<file path="src/rtl/vreg_port_sequencer.sv">
// vreg_port_sequencer: steps one vector-register read or write command through
// a shared crossbar port, one element at a time, retrying any request that
// loses arbitration (no grant on the cycle after it was issued).
// Optional feature: define VREG_SEQ_TIMEOUT_EN to bound consecutive lost
// attempts at RETRY_LIMIT; the command is then dropped with an err pulse.
// Without it, retries are unbounded and err is tied low.
`timescale 1ns/1ps
module vreg_port_sequencer #(
    parameter int NUM_OF_VECTOR_REG = 32,
    parameter int VECTOR_REG_DEPTH  = 64,
    parameter int VECTOR_REG_WIDTH  = 64,
    parameter int RETRY_LIMIT       = 255,
    localparam int AW  = $clog2(VECTOR_REG_DEPTH),
    localparam int RPW = $clog2(NUM_OF_VECTOR_REG)
) (
    input  logic                        clk,
    input  logic                        reset,
    input  logic                        cmd_vld,
    output logic                        cmd_rdy,
    input  logic                        cmd_write,
    input  logic [RPW-1:0]              cmd_reg,
    input  logic [AW-1:0]               cmd_base,
    input  logic [AW:0]                 cmd_len,
    input  logic                        wr_vld,
    input  logic [VECTOR_REG_WIDTH-1:0] wr_data,
    output logic                        wr_rdy,
    output logic                        rd_vld,
    output logic [VECTOR_REG_WIDTH-1:0] rd_data,
    output logic                        req_vld,
    output logic                        req_write,
    output logic [RPW-1:0]              req_reg_ptr,
    output logic [AW-1:0]               req_addr,
    output logic [VECTOR_REG_WIDTH-1:0] req_data,
    input  logic                        rsp_vld,
    input  logic [VECTOR_REG_WIDTH-1:0] reg_rd_data,
    output logic                        done,
    output logic                        err
);

    localparam int IW = AW + 1;

    if (RETRY_LIMIT < 1) begin : g_cfg_chk
        $error("RETRY_LIMIT must be at least 1");
    end

    typedef enum logic [1:0] {IDLE, ISSUE, WAIT, DONE} state_t;

    state_t           state;
    logic             cmd_rdy_q;
    logic             write_q;
    logic [RPW-1:0]   reg_q;
    logic [AW-1:0]    base_q;
    logic [AW:0]      len_q;
    logic [AW:0]      idx;
    logic [AW:0]      idx_nxt;
    logic [AW-1:0]    elem_addr;
    logic             grant;

`ifdef VREG_SEQ_TIMEOUT_EN
    localparam int RW = $clog2(RETRY_LIMIT + 1);
    logic [RW-1:0]    retry_cnt;
    logic             err_q;
    assign err = err_q;
`else
    assign err = 1'b0;
`endif

    // Element address wraps inside the register (AW-bit add drops the carry).
    assign elem_addr = base_q + idx[AW-1:0];
    assign idx_nxt   = idx + IW'(1);

    // A grant only means something while a request is outstanding.
    assign grant = (state == WAIT) && rsp_vld;

    // Writes hold off issuing until the element stream has data.
    assign req_vld     = (state == ISSUE) && (!write_q || wr_vld);
    assign req_write   = req_vld && write_q;
    assign req_reg_ptr = req_vld ? reg_q : '0;
    assign req_addr    = req_vld ? elem_addr : '0;
    assign req_data    = req_write ? wr_data : '0;

    // Write data is popped only on grant, so a retried element resends the
    // same word; reads pass the register file data straight through.
    assign wr_rdy  = grant && write_q;
    assign rd_vld  = grant && !write_q;
    assign rd_data = rd_vld ? reg_rd_data : '0;

    assign cmd_rdy = cmd_rdy_q;
    assign done    = (state == DONE);

    // Command sequencing: accept, issue/wait per element, retry on lost grant.
    always_ff @(posedge clk or negedge reset) begin
        if (!reset) begin
            state     <= IDLE;
            cmd_rdy_q <= 1'b0;
            write_q   <= 1'b0;
            reg_q     <= '0;
            base_q    <= '0;
            len_q     <= '0;
            idx       <= '0;
`ifdef VREG_SEQ_TIMEOUT_EN
            retry_cnt <= '0;
            err_q     <= 1'b0;
`endif
        end else begin
`ifdef VREG_SEQ_TIMEOUT_EN
            err_q <= 1'b0;
`endif
            case (state)
                IDLE: begin
                    if (cmd_vld && cmd_rdy_q) begin
                        cmd_rdy_q <= 1'b0;
                        write_q   <= cmd_write;
                        reg_q     <= cmd_reg;
                        base_q    <= cmd_base;
                        len_q     <= cmd_len;
                        idx       <= '0;
`ifdef VREG_SEQ_TIMEOUT_EN
                        retry_cnt <= '0;
`endif
                        state     <= (cmd_len == '0) ? DONE : ISSUE;
                    end else begin
                        cmd_rdy_q <= 1'b1;
                    end
                end
                ISSUE: begin
                    if (req_vld) state <= WAIT;
                end
                WAIT: begin
                    if (rsp_vld) begin
                        idx   <= idx_nxt;
`ifdef VREG_SEQ_TIMEOUT_EN
                        retry_cnt <= '0;
`endif
                        state <= (idx_nxt == len_q) ? DONE : ISSUE;
                    end else begin
`ifdef VREG_SEQ_TIMEOUT_EN
                        if (32'(retry_cnt) + 1 >= RETRY_LIMIT) begin
                            err_q     <= 1'b1;
                            cmd_rdy_q <= 1'b1;
                            retry_cnt <= '0;
                            state     <= IDLE;
                        end else begin
                            retry_cnt <= retry_cnt + RW'(1);
                            state     <= ISSUE;
                        end
`else
                        state <= ISSUE;
`endif
                    end
                end
                DONE: begin
                    cmd_rdy_q <= 1'b1;
                    state     <= IDLE;
                end
                default: state <= IDLE;
            endcase
        end
    end

endmodule

</file>
<file path="config.mk">
export PLATFORM = sky130hd
export DESIGN_NAME = vreg_port_sequencer
export DESIGN_NICKNAME = d
export VERILOG_FILES = /design/src/rtl/vreg_port_sequencer.sv
export SDC_FILE = /design/constraint.sdc
export NUM_CORES = 1
export LEC_CHECK = 0
export ABC_AREA = 1
export CORE_AREA = 2 2 114 116
export CTS_BUF_LIST = sky130_fd_sc_hd__clkbuf_16
export DETAILED_ROUTE_END_ITERATION = 6
export DIE_AREA = 0 0 116 118
export GPL_TIMING_DRIVEN = 0
export PLACE_DENSITY = 0.66
export SYNTH_ARGS = -nofsm -noshare
export SYNTH_HDL_FRONTEND = slang
export SYNTH_SLANG_ARGS = --single-unit
</file>
<file path="constraint.sdc">
create_clock -name clk -period 5.7 [get_ports clk]
set_input_delay 1.14 -clock clk [delete_from_list [all_inputs] [get_ports clk]]
set_output_delay 1.14 -clock clk [all_outputs]
set_load 0.05 [all_outputs]
</file>
==> run_summary.xml <==
<?xml version="1.0" encoding="UTF-8"?>
<metrics>
  <group name="drt">
    <metric name="wl_per_cell" unit="um">15.1</metric>
    <metric name="dr.first_iter.drc_count" unit="">165</metric>
    <metric name="vias_per_cell" unit="">3.94</metric>
    <metric name="route.detailed.drc" unit="">0</metric>
    <metric name="drt_first_pass_iters" unit="">5</metric>
    <metric name="postRouteWirelength" unit="mm">14.5</metric>
    <metric name="antenna_violating_nets_left" unit="">0</metric>
    <metric name="routed-via-count" unit="">3782</metric>
  </group>
  <group name="synthesis">
    <metric name="synthesis.area_per_instance" unit="um2">5.71</metric>
    <metric name="seq_area_frac_synth" unit="%">26.6</metric>
    <metric name="post_synth_most_frequent_cells" unit="">sky130_fd_sc_hd__inv_1 (161), sky130_fd_sc_hd__nor2_1 (155), sky130_fd_sc_hd__nand2_1 (32)</metric>
    <metric name="post_synth_num_cell_types" unit="">30</metric>
    <metric name="synth-edff-count" unit="">0</metric>
    <metric name="yosysWarningCount" unit="">0</metric>
    <metric name="synth.most_common_cell" unit="">sky130_fd_sc_hd__inv_1</metric>
    <metric name="synth_adder_area_share" unit="%">5.31</metric>
    <metric name="synth_largest_area_cell" unit="">sky130_fd_sc_hd__dfrtp_1</metric>
    <metric name="synth.mux.area_fraction" unit="%">4.12</metric>
    <metric name="netlist_top_cells_area" unit="">sky130_fd_sc_hd__dfrtp_1 (27%), sky130_fd_sc_hd__inv_1 (22%), sky130_fd_sc_hd__nor2_1 (21%), sky130_fd_sc_hd__ha_1 (4.6%), sky130_fd_sc_hd__nand2_1 (4.4%)</metric>
    <metric name="synth_compound_area_share" unit="%">7.05</metric>
    <metric name="synth_top_area_share" unit="%">26.6</metric>
    <metric name="mappedNetlistNets" unit="">641</metric>
    <metric name="synthSimpleGateAreaFrac" unit="%">30.8</metric>
    <metric name="main_combinational_cell_family_by_area_after_synthesis" unit="">simple AND/OR/NAND/NOR gates</metric>
    <metric name="post_synth_instance_area" unit="um2">2730</metric>
    <metric name="number_of_storage_elements_in_the_synthesis_netlist" unit="">29</metric>
    <metric name="synth-xor-area-share" unit="%">0.962</metric>
    <metric name="postSynthCellCount" unit="">478</metric>
    <metric name="dominant_synthesized_flop_cell" unit="">sky130_fd_sc_hd__dfrtp_1</metric>
    <metric name="synth_async_sr_flop_share" unit="%">100</metric>
  </group>
  <group name="pwr">
    <metric name="power.leakage" unit="uW">0.00306</metric>
    <metric name="vdd.ir_drop.worst" unit="mV">0.221</metric>
    <metric name="finalPower" unit="uW">2140</metric>
    <metric name="total_power_density_per_cell_area" unit="nW/um2">352</metric>
  </group>
  <group name="floorplanning">
    <metric name="effective_utilization_at_floorplan" unit="%">22.0</metric>
    <metric name="boundary_pins" unit="">298</metric>
    <metric name="core_area" unit="um2">12400</metric>
    <metric name="floorplan.die.width" unit="um">116</metric>
    <metric name="placementRows" unit="">41</metric>
    <metric name="fp.dieH" unit="um">118</metric>
    <metric name="die_area" unit="um2">13700</metric>
  </group>
  <group name="clock_tree">
    <metric name="clkLatencyLatePin" unit="ns">0.28</metric>
    <metric name="cts.reportedPaths.clkPinSlew" unit="ns">0.05</metric>
    <metric name="post_cts_hold_fix_bufs" unit="">0</metric>
    <metric name="tritoncts" unit="">built</metric>
    <metric name="ctsRootBufferMaster" unit="">sky130_fd_sc_hd__clkbuf_16</metric>
    <metric name="ctsResizeCount" unit="">0</metric>
    <metric name="numCtsBuffers" unit="">5</metric>
    <metric name="clkSinkCount" unit="">29</metric>
    <metric name="h-tree-depth" unit="">2</metric>
    <metric name="cts_setup_buffers" unit="">0</metric>
    <metric name="cts-root-to-sink-buffers" unit="">2</metric>
  </group>
  <group name="critical_path">
    <metric name="reg2reg_start" unit="">idx[0]</metric>
    <metric name="crit_path_max_fanout" unit="">10</metric>
    <metric name="timing.critical_path.from_type" unit="">primary input</metric>
    <metric name="path_class" unit="">in -&gt; out</metric>
    <metric name="crit_path_end" unit="">req_data[35]</metric>
    <metric name="timing.reg2reg.worst_path_depth" unit="">13</metric>
    <metric name="crit_path_start" unit="">wr_vld</metric>
    <metric name="critical_path_arrival" unit="ns">3.51</metric>
    <metric name="setup_slack_of_the_most_critical_reg_to_reg_path" unit="ns">3.90</metric>
    <metric name="cp.required" unit="ns">4.56</metric>
    <metric name="worstReg2RegEnd" unit="">state[1]</metric>
    <metric name="worstSetupEndpointType" unit="">output port</metric>
  </group>
  <group name="placed_design">
    <metric name="routabilityCongestion" unit="">0.856</metric>
    <metric name="port_buffers" unit="">296</metric>
    <metric name="placed_cells_incl_taps" unit="">946</metric>
    <metric name="hpwlAfterDp" unit="mm">12.8</metric>
    <metric name="placedInstanceArea" unit="um2">5900</metric>
  </group>
  <group name="sta">
    <metric name="setup_viol" unit="">0</metric>
    <metric name="rsz0062_at_grt" unit="">false</metric>
    <metric name="timing_max_transition_violations_final" unit="">0</metric>
    <metric name="worst_clock_skew" unit="ns">0.00563</metric>
    <metric name="max-slew-margin-rel" unit="%">51.8</metric>
    <metric name="timing.fmax" unit="MHz">215</metric>
    <metric name="final_period_minus_worst_setup_slack" unit="ns">4.65</metric>
    <metric name="fin_tns_setup" unit="ns">0</metric>
    <metric name="worstMarginPinSlew" unit="ns">0.724</metric>
    <metric name="layout_worst_path_cycle_share" unit="%">81.7</metric>
    <metric name="fin_worst_hold_slack" unit="ns">0.515</metric>
    <metric name="hold_violation_count_in_the_final_report" unit="">0</metric>
  </group>
  <group name="global_route">
    <metric name="largest_net_degree_at_the_start_of_global_routing" unit="">30</metric>
    <metric name="grt_usage" unit="%">20.9</metric>
    <metric name="number_of_global_route_vias_before_repair" unit="">3515</metric>
    <metric name="wire_length_of_the_first_global_routing_pass" unit="mm">21.2</metric>
    <metric name="grt.overflow.total" unit="">0</metric>
    <metric name="grt_antenna_before_repair" unit="">11</metric>
  </group>
  <group name="run">
    <metric name="max_cap_violations" unit="">0</metric>
  </group>
  <group name="final_layout">
    <metric name="layout.cells.non_filler" unit="">961</metric>
    <metric name="drive_gt1_share" unit="%">4.73</metric>
    <metric name="syn2layout_area_growth" unit="%">123</metric>
    <metric name="final_area" unit="um2">6090</metric>
    <metric name="design.final.nets" unit="">944</metric>
  </group>
  <group name="min_path">
    <metric name="hold_path_class" unit="">reg -&gt; reg</metric>
  </group>
  <group name="outcome">
    <metric name="result_of_the_run" unit="">finished, final reports clean</metric>
  </group>
</metrics>
critical path: stages:
cell and delay [ns]:
sky130_fd_sc_hd__clkdlybuf4s50_1 0.45, sky130_fd_sc_hd__inv_1 0.07, sky130_fd_sc_hd__a21oi_2 0.29, sky130_fd_sc_hd__nand2_1 0.14
sky130_fd_sc_hd__buf_2 0.21, sky130_fd_sc_hd__buf_2 0.19, sky130_fd_sc_hd__nor2_1 0.13, sky130_fd_sc_hd__clkdlybuf4s50_1 0.87
report_power, final:
group	internal (uW)	switching, uW	leakage [uW]
Clock	204	95.0	0.0000775
Sequential	289	63.3	0.000347
Combinational	520	969	0.00264
Total	1010	1130	0.00306
logic make-up (layout without fill, tap and decap cells):
| kind of cell | Yosys count | in the layout |
|---|---|---|
| AOI/OAI and AO/OA | 34 | 34 |
| xor gates and xnor gates | 3 | 3 |
| adders and majority gates | 11 | 11 |
| buffers and inverters | 179 | 483 |
| DFF | 29 | 29 |
| muxes | 10 | 10 |
| other | 1 | 8 |
| and+or+nand+nor | 211 | 211 |
cell usage in the layout, fill, tap and decap left out, types with 5 or more instances in the layout:
cell / instances
sky130_fd_sc_hd__a21oi_1: 15
sky130_fd_sc_hd__buf_2: 8
sky130_fd_sc_hd__clkbuf_1: 7
sky130_fd_sc_hd__clkbuf_16: 5
sky130_fd_sc_hd__clkdlybuf4s50_1: 295
sky130_fd_sc_hd__dfrtp_1: 29
sky130_fd_sc_hd__diode_2: 7
sky130_fd_sc_hd__ha_1: 10
sky130_fd_sc_hd__inv_1: 161
sky130_fd_sc_hd__mux2_2: 10
sky130_fd_sc_hd__nand2_1: 32
sky130_fd_sc_hd__nand3_1: 12
sky130_fd_sc_hd__nor2_1: 155
sky130_fd_sc_hd__o21ai_0: 9
layer usage:
| metal | vias to the layer above | share of wire [%] | global-route usage (%) |
|---|---|---|---|
| li1 | 1960 | - | - |
| met4 | 10 | 1.3 | 3.72 |
| met2 | 200 | 41 | 30.6 |
| met3 | 29 | 14 | 12.5 |
| met5 | - | 0.41 | 0 |
| met1 | 1583 | 43 | 26.6 |
worst min-delay path by stage:
stage,start,endpoint,slack (ns),depth (start not counted)
2_1_floorplan,reg_q[0],reg_q[0],0.48,2
3_3_place_gp,reg_q[0],reg_q[0],0.50,2
3_5_place_dp,base_q[2],base_q[2],0.51,1
4_1_cts,reg_q[4],reg_q[4],0.52,2
5_1_grt,base_q[4],base_q[4],0.53,1
6_report,base_q[4],base_q[4],0.51,1
final cells by class:
cell class,instances,area (um2)
clock buffer,5,125
antenna,7,17.5
inverter,163,612
tap,172,215
multi-input combinational,270,1320
buffer,16,72.6
clock inverter,3,41.3
fill,1272,6330
timing repair buffer,296,2960
sequential,29,726
per-stage QoR:
step | utilization [%] | setup WS [ns]
final | 49.0 | 1.05
after global routing | 48.9 | 0.891
after CTS | 48.9 | 1.02
after detailed placement | 47.6 | 1.02
after global placement | 47.6 | 1.02
after floorplan | - | 1.53
state kept, by name, indices dropped and copies added, names as in the netlist:
| register | count |
|---|---|
| state | 2 |
| base_q | 6 |
| write_q | 1 |
| cmd_rdy | 1 |
| idx | 7 |
| reg_q | 5 |
| len_q | 7 |
Note: power is estimated with default switching activity, not from simulation.
